--- src/rtl/btn_pkg.sv ---
// Shared definitions for the display-board button scanner: the bit order of
// the 16-bit button vector and the scan sequencer state encoding.
package btn_pkg;

    localparam int NUM_BUTTONS = 16;

    // Bit positions inside the published button vector.
    localparam int BTN_BUTTON_B          = 15;
    localparam int BTN_BUTTON_A          = 14;
    localparam int BTN_BUTTON_Y          = 13;
    localparam int BTN_BUTTON_X          = 12;
    localparam int BTN_DPAD_UP           = 11;
    localparam int BTN_DPAD_DOWN         = 10;
    localparam int BTN_DPAD_LEFT         = 9;
    localparam int BTN_DPAD_RIGHT        = 8;
    localparam int BTN_DIALL_CLICK       = 7;
    localparam int BTN_DIALL_A           = 6;
    localparam int BTN_DIALL_B           = 5;
    localparam int BTN_DIALR_A           = 4;
    localparam int BTN_DIALR_B           = 3;
    localparam int BTN_DIALR_CLICK       = 2;
    localparam int BTN_DOOR_OPEN         = 1;
    localparam int BTN_TEMPERATURE_ALARM = 0;

    // Field order matches the shift register's MSB-first serial order.
    typedef struct packed {
        logic button_b;
        logic button_a;
        logic button_y;
        logic button_x;
        logic dpad_up;
        logic dpad_down;
        logic dpad_left;
        logic dpad_right;
        logic diall_click;
        logic diall_a;
        logic diall_b;
        logic dialr_a;
        logic dialr_b;
        logic dialr_click;
        logic door_open;
        logic temperature_alarm;
    } buttonsT;

    typedef enum logic [2:0] {
        S_GAP,
        S_LOAD,
        S_SHIFT_LO,
        S_SHIFT_HI,
        S_UPDATE
    } scan_state_t;

endpackage

--- src/rtl/button_debounce.sv ---
// One debounced button bit. Evaluated only when en is high (once per scan):
// the published state follows the sample after DEBOUNCE_SCANS consecutive
// disagreeing scans, with a one-cycle pressed/released pulse on the change.
module button_debounce #(
    parameter int DEBOUNCE_SCANS = 4
) (
    input  logic clk,
    input  logic rst,
    input  logic en,
    input  logic sample,
    output logic state,
    output logic pressed,
    output logic released
);

    logic [3:0] cnt;

    // Count disagreeing scans; flip the state and pulse when the run is long enough.
    always_ff @(posedge clk) begin
        if (rst) begin
            cnt      <= 4'd0;
            state    <= 1'b0;
            pressed  <= 1'b0;
            released <= 1'b0;
        end else begin
            pressed  <= 1'b0;
            released <= 1'b0;
            if (en) begin
                if (sample == state) begin
                    cnt <= 4'd0;
                end else if (cnt == 4'(DEBOUNCE_SCANS - 1)) begin
                    state    <= sample;
                    cnt      <= 4'd0;
                    pressed  <= sample;
                    released <= ~sample;
                end else begin
                    cnt <= cnt + 4'd1;
                end
            end
        end
    end

endmodule

--- src/rtl/button_scan_ctrl.sv ---
// Scan sequencer for the display-board 16-bit PISO button register: loads,
// shifts the bits in MSB first, then debounces every bit once per scan and
// publishes the stable vector with press/release pulses and scan_done.
module button_scan_ctrl
    import btn_pkg::*;
#(
    parameter int CLK_DIV        = 25,
    parameter int GAP_CYCLES     = 1000,
    parameter int DEBOUNCE_SCANS = 4,
    parameter bit ACTIVE_LOW     = 1'b1
) (
    input  logic        clk,
    input  logic        rst,
    output logic        shiftreg_clk,
    output logic        shiftreg_loadn,
    input  logic        shiftreg_out,
    output logic [15:0] buttons,
    output logic [15:0] pressed,
    output logic [15:0] released,
    output logic        scan_done
);

    // A zero gap still spends one cycle in GAP.
    localparam int GAP_LEN = (GAP_CYCLES > 0) ? GAP_CYCLES : 1;
    localparam int TMR_MAX = (GAP_LEN > CLK_DIV) ? GAP_LEN : CLK_DIV;
    localparam int TMR_W   = (TMR_MAX > 1) ? $clog2(TMR_MAX) : 1;

    scan_state_t            state, next_state;
    logic [TMR_W-1:0]       tmr;
    logic                   tmr_last;
    logic [3:0]             bit_idx;
    logic [NUM_BUTTONS-1:0] raw;
    logic [NUM_BUTTONS-1:0] raw_s;
    logic                   loadn_d, sclk_d, update_strobe;
    buttonsT                btn_vec;
    logic [NUM_BUTTONS-1:0] pressed_vec, released_vec;

    // Flags the final cycle of the current state's dwell time.
    always_comb begin
        // NOTE: every always_comb output gets a default first so no path leaves it unassigned (no latch).
        tmr_last = 1'b0;
        unique case (state)
            S_GAP:    tmr_last = (tmr == TMR_W'(GAP_LEN - 1));
            S_UPDATE: tmr_last = 1'b1;
            default:  tmr_last = (tmr == TMR_W'(CLK_DIV - 1));
        endcase
    end

    // State register plus dwell timer, bit index and raw sample capture.
    always_ff @(posedge clk) begin
        if (rst) begin
            // NOTE: raw is reset too, so an aborted scan never leaks into a later one.
            state   <= S_GAP;
            tmr     <= '0;
            bit_idx <= 4'd0;
            raw     <= '0;
        end else begin
            // NOTE: non-blocking assignments so every register here updates from pre-edge values.
            state <= next_state;
            tmr   <= (next_state != state) ? '0 : tmr + TMR_W'(1);
            if (state == S_SHIFT_LO && tmr_last)
                raw[4'(NUM_BUTTONS - 1) - bit_idx] <= shiftreg_out;
            if (state == S_SHIFT_HI && tmr_last)
                bit_idx <= bit_idx + 4'd1;
        end
    end

    // Next-state sequencing of the load/shift/update/gap cycle.
    always_comb begin
        next_state = state;
        unique case (state)
            S_GAP:      if (tmr_last) next_state = S_LOAD;
            S_LOAD:     if (tmr_last) next_state = S_SHIFT_LO;
            S_SHIFT_LO: if (tmr_last) next_state = S_SHIFT_HI;
            S_SHIFT_HI: if (tmr_last)
                            next_state = (bit_idx == 4'(NUM_BUTTONS - 1)) ? S_UPDATE : S_SHIFT_LO;
            S_UPDATE:   next_state = S_GAP;
            default:    next_state = S_GAP;
        endcase
    end

    // Pin levels and update strobe for the coming cycle, decoded from next_state.
    always_comb begin
        loadn_d       = (next_state != S_LOAD);
        sclk_d        = (next_state == S_SHIFT_HI);
        update_strobe = (next_state == S_UPDATE);
    end

    // Register pin drives and scan_done so outputs come straight from flops.
    always_ff @(posedge clk) begin
        if (rst) begin
            shiftreg_loadn <= 1'b1;
            shiftreg_clk   <= 1'b0;
            scan_done      <= 1'b0;
        end else begin
            shiftreg_loadn <= loadn_d;
            shiftreg_clk   <= sclk_d;
            scan_done      <= update_strobe;
        end
    end

    // Normalise polarity so 1 always means pressed before debouncing.
    assign raw_s = raw ^ {NUM_BUTTONS{ACTIVE_LOW}};

    for (genvar i = 0; i < NUM_BUTTONS; i++) begin : g_debounce
        button_debounce #(
            .DEBOUNCE_SCANS(DEBOUNCE_SCANS)
        ) u_debounce (
            .clk     (clk),
            .rst     (rst),
            .en      (update_strobe),
            .sample  (raw_s[i]),
            .state   (btn_vec[i]),
            .pressed (pressed_vec[i]),
            .released(released_vec[i])
        );
    end

    assign buttons  = btn_vec;
    assign pressed  = pressed_vec;
    assign released = released_vec;

endmodule

--- config.mk ---
export PLATFORM = sky130hd
export DESIGN_NAME = button_scan_ctrl
export DESIGN_NICKNAME = d
export VERILOG_FILES = /design/src/rtl/btn_pkg.sv /design/src/rtl/button_debounce.sv /design/src/rtl/button_scan_ctrl.sv
export SDC_FILE = /design/constraint.sdc
export NUM_CORES = 1
export LEC_CHECK = 0
export BUFFER_PORTS_ARGS = -buffer_cell sky130_fd_sc_hd__buf_2
export CAP_MARGIN = 10
export CORE_AREA = 2 2 117 119
export DETAILED_ROUTE_END_ITERATION = 16
export DIE_AREA = 0 0 119 121
export PLACE_DENSITY = 0.79
export SETUP_SLACK_MARGIN = 0.5
export SLEW_MARGIN = 20
export SYNTH_ARGS = -nofsm -noshare
export SYNTH_HDL_FRONTEND = slang
export SYNTH_SLANG_ARGS = --single-unit
--- constraint.sdc ---
create_clock -name clk -period 3.31 [get_ports clk]
set_clock_uncertainty 0.2 [all_clocks]
set_input_delay 0.331 -clock clk [delete_from_list [all_inputs] [get_ports clk]]
set_output_delay 0.331 -clock clk [all_outputs]
set_load 0.02 [all_outputs]
==> results.tsv, run 1 <==
metric	value	unit
die area	14400	sq um
final worst slack	0.563	ns
outcome	completed	
Synth Instances	826	
Post-synth ARST share	0	%
Setup TNS Final	0	ns
number of synthesized flops with an enable pin	0	
max-slew violation count	0	
Max stage delay on crit path	0.64	ns
Worst Path Required	3.43	ns
worst reg2reg path depth	5	
worst path cell trace	or3_4 > or4_2 > buf_6 > a211oi_2 > mux2_2	
Clk Latency, worst-skew pair	0.44	ns
Tot GR Track Use	26.4	%
placed instance area	7820	sq um
layout cells sized above 1	19.5	%
H-tree levels	4	
yosys warns	0	
fin util	64.9	%
Vias/cell	6.48	
Diodes inserted	0	
CP Data Arrival Time	2.87	ns
row cnt	42	
Die X	119	um
Iter 0 DRT Violations	748	
Antenna Nets Post-Route	0	
post-route insts no fill	1001	
Peak Freq	364	MHz
Mapped Area	7800	sq um
Slew @ Worst Pin	0.766	ns
die height	121	um
CP Capture Type	register	
area of the core	13100	sq um
vias	6483	
root buffer selected by CTS	clkbuf_16	
final wirelength	18.9	mm
max cap viols	0	
average size of a mapped cell	9.44	sq um
Final setup viols	0	
critical path depth	5	
Synth Register Bits	148	
slowest stage cell, crit path	or4_2	
Hold Crit Class	in2reg	
Setup CP Type	reg2reg	
initial antenna violation count	0	
CP max FO	46	
final net count	836	
sequential-to-total area share from yosys stat	38.0	%
first-pass GRT wire length	30.3	mm
Hold Fails Final Rpt	0	
PD cells	463	nW/um^2
Buf/Inv on CP	1	
Yosys cell types	53	
WHS Path Cells	3	
CTS tree	yes	
delay-heaviest family, CP	simple AND/OR/NAND/NOR gates	
crit path time final	2.75	ns
VDD IR max	416	uV
gr ovfl total	0	
DP HPWL	11.8	mm
num ports	54	
Post-synth top flop	dfxtp_1	
DRC viols	0	
Cell Count Post-Placement	966	
Clock Tree Buf Depth	2	
GPL Wtd Cong	0.884	
area delta synth->final	8.89	%
RSZ-0062 raised after global routing	true	
vias in the first global route	6084	
port buffer count	53	
total CTS buffers	17	
Design Area, Final	8490	sq um
Clk pin slew, worst setup/hold paths	0.06	ns
Initial Util	59.6	%
max_slew headroom	48.7	%
CTS Sinks	148	
LEAKAGE	3.49	nW
Avg WL per Cell	18.8	um
largest net degree at the start of global routing	55	
type of element launching the critical path	register	
drt first pass iters	6	
worst slack, placed	0.534	ns
syn nets	850	
final period utilization	83.0	%
## through the flow
stage / hold WS [ns] / total power (W)
after floorplan: 0.250 / 0.00187
after global routing: 0.284 / 0.00403
final: 0.236 / 0.00393
after CTS: 0.221 / 0.00395
after global placement: 0.263 / 0.00188
after detailed placement: 0.272 / 0.00189
## synthesized netlist by cell type, types with 3 or more instances
library cell  number  share of area [%]
or4_1             32                3.1
a211oi_1          24                2.3
a21oi_1            4               0.26
nor3b_1            6               0.58
and4_1            17                1.9
o221a_2           15                2.2
nand3b_1           3               0.29
nand2_1           75                3.6
buf_6              3               0.43
a2111oi_0          4               0.45
a2111oi_2         11                2.1
ha_1              21                3.4
or3b_2            16                1.8
o211ai_1           5               0.48
nor2b_1           19                1.5
o2111a_1          15                2.2
and3_1            19                1.5
or3_1             18                1.4
inv_1             35                1.7
xnor2_1            6               0.67
buf_1              3               0.14
clkbuf_1          36                1.7
nor3_1            15               0.96
nand3_1           36                2.3
nor4b_1           17                1.9
nor2_1             9               0.43
dfxtp_1          148                 38
nand2b_1           3               0.24
o21ai_0           17                1.1
o32ai_1           31                3.5
buf_2             15               0.96
mux2_2             4               0.58
o2111ai_1          6               0.67
buf_4             49                4.7
xor2_1            18                2.0
mux2i_1           51                6.5
## what timing repair did
| item | 4_1_cts | 5_1_grt |
|---|---|---|
| hold buffers | 0 | 0 |
| gates resized for setup | 1 | 1 |
| setup buffers | 0 | 3 |
| endpoints found under the setup margin | 1 | 14 |
| endpoints found under the hold margin | 0 | 0 |
## path summary, 6_finish.rpt
| path | from | end | slack [ns] |
|---|---|---|---|
| min | rst | g_debounce[15].u_debounce.state | 0.24 |
| max reg2reg | state[0] | bit_idx[0] | 0.56 |
| min reg2reg | g_debounce[8].u_debounce.cnt[1] | g_debounce[8].u_debounce.cnt[1] | 0.28 |
| max | state[0] | bit_idx[0] | 0.56 |
## sequential cells by signal (all words and copies together), names as in the netlist, 3 cells and up
signal                          flops
g_debounce.u_debounce.state        16
raw                                16
state                               3
g_debounce.u_debounce.released     16
g_debounce.u_debounce.pressed      16
g_debounce.u_debounce.cnt          64
bit_idx                             4
tmr                                10
## placed cells by master, fill, tap and decap left out, types with 3 or more instances in the layout
| cell type | instances |
|---|---|
| dfxtp_1 | 148 |
| nand2_1 | 75 |
| buf_2 | 53 |
| mux2i_1 | 51 |
| nand3_1 | 36 |
| inv_1 | 35 |
| or4_1 | 31 |
| o32ai_1 | 31 |
| a211oi_1 | 24 |
| ha_1 | 21 |
| and3_1 | 19 |
| nor2b_1 | 19 |
| xor2_1 | 18 |
| or3_1 | 18 |
| o21ai_0 | 17 |
| and4_1 | 17 |
| nor4b_1 | 17 |
| clkbuf_16 | 17 |
| buf_4 | 17 |
| or3b_2 | 16 |
| nor3_1 | 15 |
| o2111a_1 | 15 |
| o221a_2 | 15 |
| a2111oi_2 | 11 |
| nor2_1 | 9 |
| nor3b_1 | 6 |
| o2111ai_1 | 6 |
| xnor2_1 | 6 |
| clkinv_2 | 6 |
| o211ai_1 | 5 |
| bufinv_16 | 5 |
| mux2_2 | 4 |
| a21oi_1 | 4 |
| nand3b_1 | 3 |
| a2111oi_0 | 3 |
| nand2b_1 | 3 |
## kinds of logic (layout without fill, tap and decap cells)
logic type,after synthesis,in the layout,share of synthesized area [%]
compound gates,138,138,16.0
xor+xnor,24,24,2.70
fa+ha+maj,21,21,3.37
buf+inv,143,142,9.77
flops,148,148,38.0
mux,56,56,7.27
simple gates,296,296,22.9
## worst min-delay path: stages
cell and delay (ns):
buf_2 0.26, nor2_1 0.13, mux2_1 0.12
## report_power, final
| group | leakage, nW | internal, W | switching (W) |
|---|---|---|---|
| Sequential | 1.19 | 0.00178 | 0.00000297 |
| Clock | 0.312 | 0.00133 | 0.000753 |
| Combinational | 1.98 | 0.0000160 | 0.0000464 |
| Total | 3.49 | 0.00313 | 0.000803 |
## final cells by class
class	instances	area, sq um
fillers	978	4600
multi-input cells	535	4090
flip-flops and latches	148	2960
repair buffers	73	444
clock buffers	17	425
well taps	176	220
clock inverters	15	213
inverters	37	139
## metal layers
layer,GRT usage [%],vias to the layer above,routed length [um],part of all wire [%]
li1,-,3040,-,-
met1,33.3,3116,8230,44
met2,43.3,280,8880,47
met3,6.11,47,1290,6.8
met4,11.1,0,468,2.5
met5,0,-,0,0
Note: power is estimated with default switching activity, not from simulation.
==> run 2: changes to the inputs <==
ABC_AREA = 1   (was not set)
CORE_AREA = 2 2 110 112   (was 2 2 117 119)
DIE_AREA = 0 0 112 114   (was 0 0 119 121)
clock period = 2.7 ns   (was 3.31 ns; I/O delays follow)
==> run 2 against run 1 <==
Against the previous run: register-to-register slack better by 0.04 ns; fmax is 31% higher; worst hold slack worse by 0.13 ns; cell area fell by 8.6%; area after synthesis is 12% lower; sequential share of layout area grew 3.4 points; worst setup slack improved by 0.042 ns; sequential cell count did not move; die area down 11%; clock power is 21% higher; critical endpoint is now raw[15]; largest power group unchanged; highest routed layer unchanged.
==> results.tsv, run 2 <==
metric	value	unit	change
Post-synth ARST share	0	%	unchanged
PD cells	656	nW/um^2	was 463 nW/um^2
sw power	0.00112	W	was 0.000803 W
Most flops, register	g_debounce.u_debounce.cnt		unchanged
CP max FO	6		was 46
sw frac	22.1	%	was 20.4%
max reg flops	64		unchanged
drt first pass iters	5		was 6
port buffer count	53		unchanged
Yosys cell types	28		was 53
number of synthesized flops with an enable pin	0		unchanged
outcome	completed		unchanged
max-slew violation count	0		unchanged
commonest non-fill, non-tap cell in the layout	nand2_1		was dfxtp_1
num ports	54		unchanged
synth top area cells	dfxtp_1 (43%), nand2_1 (13%), nor2_1 (6.5%), buf_4 (5.3%), a21oi_1 (5.0%)		was dfxtp_1 (38%), mux2i_1 (6.5%), buf_4 (4.7%), nand2_1 (3.6%), o32ai_1 (3.5%)
CP Capture Type	register		unchanged
DRC viols	0		unchanged
Die X	112	um	was 119 um
vias	5645		was 6483
root buffer selected by CTS	clkbuf_16		unchanged
Worst Path Required	2.86	ns	was 3.43 ns
final wirelength	13.8	mm	was 18.9 mm
die height	114	um	was 121 um
Antenna Nets Post-Route	0		unchanged
cell taking the most area after synthesis	dfxtp_1		unchanged
Final setup viols	0		unchanged
yosys warns	0		unchanged
layout cells sized above 1	14.4	%	was 19.5%
average size of a mapped cell	7.41	sq um	was 9.44 sq um
Hold Buf Count CTS	0		unchanged
most numerous cell in the Yosys netlist	nand2_1		was dfxtp_1
Peak Freq	477	MHz	was 364 MHz
Synth Register Bits	148		unchanged
Diodes inserted	0		unchanged
Hold Fails Final Rpt	0		unchanged
highest-count cells in the layout ignoring fill and taps	nand2_1 (228), dfxtp_1 (139), nor2_1 (106)		was dfxtp_1 (148), nand2_1 (75), buf_2 (53)
Logic pwr share	5.9	%	was 1.6%
Clk Latency, worst-skew pair	0.42	ns	was 0.44 ns
Hold Crit Class	in2reg		unchanged
Clk pin slew, worst setup/hold paths	0.06	ns	about the same
initial antenna violation count	0		unchanged
Clock Tree Buf Depth	2		unchanged
Avg WL per Cell	12.6	um	was 18.8 um
first-pass GRT wire length	22.1	mm	was 30.3 mm
max cap viols	0		unchanged
gr ovfl total	0		unchanged
area delta synth->final	13.3	%	was 8.89%
RSZ-0062 raised after global routing	true		unchanged
Mapped Area	6850	sq um	was 7800 sq um
crit path time final	2.09	ns	was 2.75 ns
Vias/cell	5.15		was 6.48
sequential-to-total area share from yosys stat	43.3	%	was 38.0%
total CTS buffers	17		unchanged
area of the core	11700	sq um	was 13100 sq um
Internal Pwr Total	0.00396	W	was 0.00313 W
CTS Sinks	148		unchanged
Reg area	2970	sq um	was 2960 sq um
Setup CP Type	reg2reg		unchanged
VDD IR max	474	uV	was 416 uV
final hold slack	0.111	ns	was 0.236 ns
Post-synth top flop	dfxtp_1		unchanged
Iter 0 DRT Violations	397		was 748
CTS tree	yes		unchanged
multi-input logic area	3190	sq um	was 4090 sq um
row cnt	40		was 42
Design Area, Final	7760	sq um	was 8490 sq um
largest net degree at the start of global routing	82		was 55
DP HPWL	7.83	mm	was 11.8 mm
placed instance area	6870	sq um	was 7820 sq um
max_slew headroom	52.1	%	was 48.7%
GPL Wtd Cong	0.851		was 0.884
Slew @ Worst Pin	0.719	ns	was 0.766 ns
vias in the first global route	5083		was 6084
Synth Instances	924		was 826
CP Data Arrival Time	2.26	ns	was 2.87 ns
final period utilization	77.6	%	was 83.0%
Reg power frac	44.5	%	was 45.5%
top-area cell type share of the netlist area	43.3	%	was 38.0%
Fill cells	973		was 978
die area	12800	sq um	was 14400 sq um
H-tree levels	4		unchanged
syn nets	948		was 850
LEAKAGE	3.46	nW	was 3.49 nW
synth cell count leaders	nand2_1 (231), dfxtp_1 (148), nor2_1 (119), inv_1 (82)		was dfxtp_1 (148), nand2_1 (75), mux2i_1 (51), buf_4 (49)
Initial Util	58.5	%	was 59.6%
clock share of power	49.6	%	was 52.9%
type of element launching the critical path	register		unchanged
final net count	961		was 836
fin util	66.3	%	was 64.9%
Setup TNS Final	0	ns	unchanged
Tot GR Track Use	21.0	%	was 26.4%
==> run 2: cell types whose count changed after synthesis, moves of 18 or more <==
cell and change:
clkbuf_1 -27, nor2b_1 -19, nand4_1 +21, nand3_1 +32, and3_1 -19, or3_1 -18, mux2i_1 -51, inv_1 +47
nor2_1 +110, nand2_1 +156, o32ai_1 -31, or4_1 -32, a21oi_1 +64, a211oi_1 -23
==> run 2: cells by family (layout without fill, tap and decap cells) <==
family,Yosys count,count (layout),share of synthesized area [%]
xor+xnor,42,42,5.37
flops,148,148,43.3
compound gates,93,93,6.87
fa+ha+maj,21,21,3.84
simple gates,464,464,29.2
buf+inv,156,182,11.4
==> run 2: metal layers <==
layer,vias to the layer above,GRT usage [%],share of wire [%]
met5,-,0,0
met4,0,8.62,1.9
met3,27,5.84,4.7
met2,134,35.6,48
met1,2563,25.4,46
li1,2921,-,-
==> run 2: final cells by class <==
cell class	count	area share, %
clock buffer	24	6.34
inverter	83	4.01
sequential	148	38.3
clock inverter	8	1.89
tap	147	2.37
timing repair buffer	67	5.93
multi-input combinational	620	41.1
==> run 2: worst max-delay path: stages, from the launching register on <==
cell and delay, ns:
dfxtp_1 0.39, inv_1 0.13, nor2_2 0.20, inv_1 0.06
nor2_1 0.20, nand2_1 0.18, nor2_1 0.28, nand2_1 0.17
nand2_1 0.09, nand2_1 0.04, nor2_1 0.09
==> run 2: power by group through the flow <==
stage	Combinational, W	Clock [W]	Sequential (W)
2_1_floorplan	0.000226	0	0.00229
3_3_place_gp	0.000271	0	0.00230
3_5_place_dp	0.000273	0	0.00230
4_1_cts	0.000274	0.00255	0.00225
5_1_grt	0.000345	0.00264	0.00227
6_report	0.000302	0.00252	0.00226
==> run 2: path summary, 6_finish.rpt <==
check	startpoint	to	slack (ns)	depth (start not counted)
hold reg to reg	tmr[0]	tmr[0]	0.24	1
setup / recovery	state[1]	raw[15]	0.61	10
hold / removal	shiftreg_out	raw[12]	0.11	3
setup reg to reg	state[1]	raw[15]	0.61	10
==> run 2: metrics by stage <==
step / std cells / setup slack [ns] / power [W]
after floorplan: 924 / 0.768 / 0.00252
after global placement: 1056 / 0.429 / 0.00257
after detailed placement: 1056 / 0.295 / 0.00257
after CTS: 1088 / 0.450 / 0.00508
after global routing: 1097 / 0.410 / 0.00526
final: 1097 / 0.605 / 0.00509
==> run 2: what timing repair did <==
| action | CTS | global route |
|---|---|---|
| gates resized for setup | 9 | 28 |
| pin swaps | 0 | 6 |
| endpoints found under the setup margin | 49 | 123 |
| setup buffers | 0 | 5 |
| cloned | 0 | 4 |
==> run 3: changes to the inputs <==
ABC_AREA = 0   (was 1)
CORE_AREA = 2 2 123 125   (was 2 2 110 112)
DIE_AREA = 0 0 125 127   (was 0 0 112 114)
PLACE_DENSITY = 0.75   (was 0.79)
clock period = 1.69 ns   (was 2.7 ns; I/O delays follow)
==> run 3 against run 2 <==
Against the previous run: largest cell class unchanged; sequential cell count unchanged; non-clock buffer count increased by 132; critical endpoint unchanged; global-route usage increased by 8.2 points; worst setup slack got worse by 1.3 ns; die area increased by 24%; final cell count increased by 3.6%; sequential share of layout area decreased by 10 points; the run now ends with negative setup slack left; total power increased by 40%; cell area increased by 41%.
==> results.tsv, run 3 (synthesis gave the netlist of run 1 again) <==
metric	value	unit	change
initial antenna violation count	0		unchanged
Antenna Nets Post-Route	0		unchanged
die area	15900	sq um	was 12800 sq um
Iter 0 DRT Violations	830		was 397
final period utilization	139	%	was 77.6%
Worst Path Required	1.84	ns	was 2.86 ns
drt first pass iters	6		was 5
Clk Latency, worst-skew pair	0.44	ns	was 0.42 ns
Diodes inserted	0		unchanged
CP Data Arrival Time	2.51	ns	was 2.26 ns
Worst R2R End	raw[15]		unchanged
Clk pin slew, worst setup/hold paths	0.06	ns	about the same
CTS Sinks	148		unchanged
Hold Crit Class	in2reg		unchanged
worst reg2reg path depth	6		was 10
die height	127	um	was 114 um
Max stage delay on crit path	0.65	ns	was 0.39 ns
Hold Fails Final Rpt	0		unchanged
type of element launching the critical path	register		unchanged
internal reg-to-reg setup slack	-0.66	ns	was 0.61 ns
port buffer count	53		unchanged
H-tree levels	4		unchanged
Clock Tree Buf Depth	2		unchanged
GPL Wtd Cong	0.854		was 0.851
crit path time final	2.35	ns	was 2.09 ns
Power Total	0.00710	W	was 0.00509 W
Setup CP Type	reg2reg		unchanged
vias in the first global route	7449		was 5083
DP HPWL	14.1	mm	was 7.83 mm
Tot GR Track Use	29.2	%	was 21.0%
VDD IR max	700	uV	was 474 uV
slowest stage cell, crit path	or4_4		was dfxtp_1
DRC viols	0		unchanged
Setup TNS Final	-80.97	ns	was 0 ns
layout cells sized above 1	42.8	%	was 14.4%
outcome	complete, but fails checks		was completed
Hold Buf Count CTS	0		unchanged
Avg WL per Cell	23.3	um	was 12.6 um
delay-heaviest family, CP	simple AND/OR/NAND/NOR gates		unchanged
max-slew violation count	0		unchanged
LEAKAGE	4.34	nW	was 3.46 nW
max_slew headroom	63.3	%	was 52.1%
Buf/Inv on CP	2		unchanged
CTS tree	yes		unchanged
Worst Hold Launch	shiftreg_out		unchanged
reg2reg start	tmr[9]		was state[1]
final net count	965		was 961
max reg flops	64		unchanged
area delta synth->final	40.1	%	was 13.3%
WHS Path Cells	3		unchanged
row cnt	44		was 40
Die X	125	um	was 112 um
failing checks	negative setup slack		
final wirelength	26.5	mm	was 13.8 mm
total CTS buffers	17		unchanged
Vias/cell	6.69		was 5.15
largest net degree at the start of global routing	35		was 82
CP Capture Type	register		unchanged
Peak Freq	425	MHz	was 477 MHz
RSZ-0062 raised after global routing	true		unchanged
area of the core	14400	sq um	was 11700 sq um
Slew @ Worst Pin	0.549	ns	was 0.719 ns
gr ovfl total	0		unchanged
final worst slack	-0.664	ns	was 0.605 ns
Most flops, register	g_debounce.u_debounce.cnt		unchanged
max cap viols	0		unchanged
vias	7609		was 5645
Initial Util	54.1	%	was 58.5%
num ports	54		unchanged
WHS Endpoint	raw[2]		was raw[12]
CP max FO	6		unchanged
root buffer selected by CTS	clkbuf_16		unchanged
first-pass GRT wire length	37.3	mm	was 22.1 mm
PD cells	650	nW/um^2	was 656 nW/um^2
Final setup viols	148		was 0
highest-count cells in the layout ignoring fill and taps	dfxtp_1 (95), buf_4 (95), nand2_1 (75), buf_6 (75), mux2i_1 (49)		was nand2_1 (228), dfxtp_1 (139), nor2_1 (106)
worst path cell trace	nand3b_1 > or4_4 > buf_12 > buf_16 > a211oi_4 > mux2i_1		was inv_1 > nor2_2 > inv_1 > nor2_1 > nand2_1 > nor2_1 > nand2_1 > nand2_1 > nand2_1 > nor2_1
-- run 3: cell count changes in the layout (fill, tap and decap cells not counted), moves of 49 or more --
cell and delta:
nand2_1 -153, nor2_1 -97, buf_4 +86, buf_6 +75, a21oi_1 -66, buf_2 -50
mux2i_1 +49
-- run 3: cell type report --
cell class / instances / area [sq um]
repair inverters: 1 / 16.3
well taps: 184 / 230
fillers: 806 / 3500
inverters: 37 / 155
clock buffers: 19 / 443
clock inverters: 12 / 83.8
flip-flops and latches: 148 / 3050
multi-input cells: 537 / 4790
repair buffers: 199 / 2160
-- run 3: repair_timing --
| action | 4_1_cts | 5_1_grt |
|---|---|---|
| resized for setup | 215 | 63 |
| pin swaps | 9 | 17 |
| setup endpoints to repair | 199 | 199 |
| gates cloned | 10 | 4 |
| setup buffers | 14 | 13 |
-- run 3: metrics by stage --
stage               utilization (%)  hold slack (ns)  setup slack, ns  cell area, sq um  std cells
floorplan                         -            0.234           -0.535              8070        826
global placement               61.2            0.265           -0.551              8830       1065
detailed placement             61.2            0.272           -0.588              8830       1065
CTS                            72.0           0.0281           -0.544             10400       1120
global route                   75.7           0.0770           -0.695             10900       1137
finish                         75.7           0.0520           -0.664             10900       1137
-- run 3: power by group --
group / switching [W] / internal (W)
sequential: 0.00000739 / 0.00348
combinational: 0.000112 / 0.0000501
clock: 0.00155 / 0.00190
-- run 3: how the worst max path moves through the flow --
| stage | slack [ns] | endpoint | cells after the start | startpoint |
|---|---|---|---|---|
| floorplan | -0.54 | bit_idx[0] | 6 | state[1] |
| global placement | -0.55 | raw[9] | 5 | state[2] |
| detailed placement | -0.59 | g_debounce[8].u_debounce.cnt[3] | 5 | state[2] |
| CTS | -0.54 | g_debounce[8].u_debounce.cnt[3] | 5 | state[2] |
| global route | -0.70 | g_debounce[7].u_debounce.cnt[3] | 5 | tmr[7] |
| finish | -0.66 | raw[15] | 6 | tmr[9] |
-- run 3: layer usage --
| layer | wire length [um] | global-route usage [%] | part of all wire [%] |
|---|---|---|---|
| met1 | 9680 | 33.4 | 36 |
| met2 | 13200 | 51.0 | 50 |
| met3 | 2040 | 5.90 | 7.7 |
| met4 | 1580 | 16.9 | 6.0 |
| met5 | 0 | 0 | 0 |
-- run 3: worst register-to-register path: cells and delay by family (launching register included) --
family / cells / cell delay, ns
buffers and inverters: 2 / 0.32
DFF: 1 / 0.41
AOI/OAI and AO/OA: 1 / 0.24
and+or+nand+nor: 2 / 0.89
muxes: 1 / 0.23
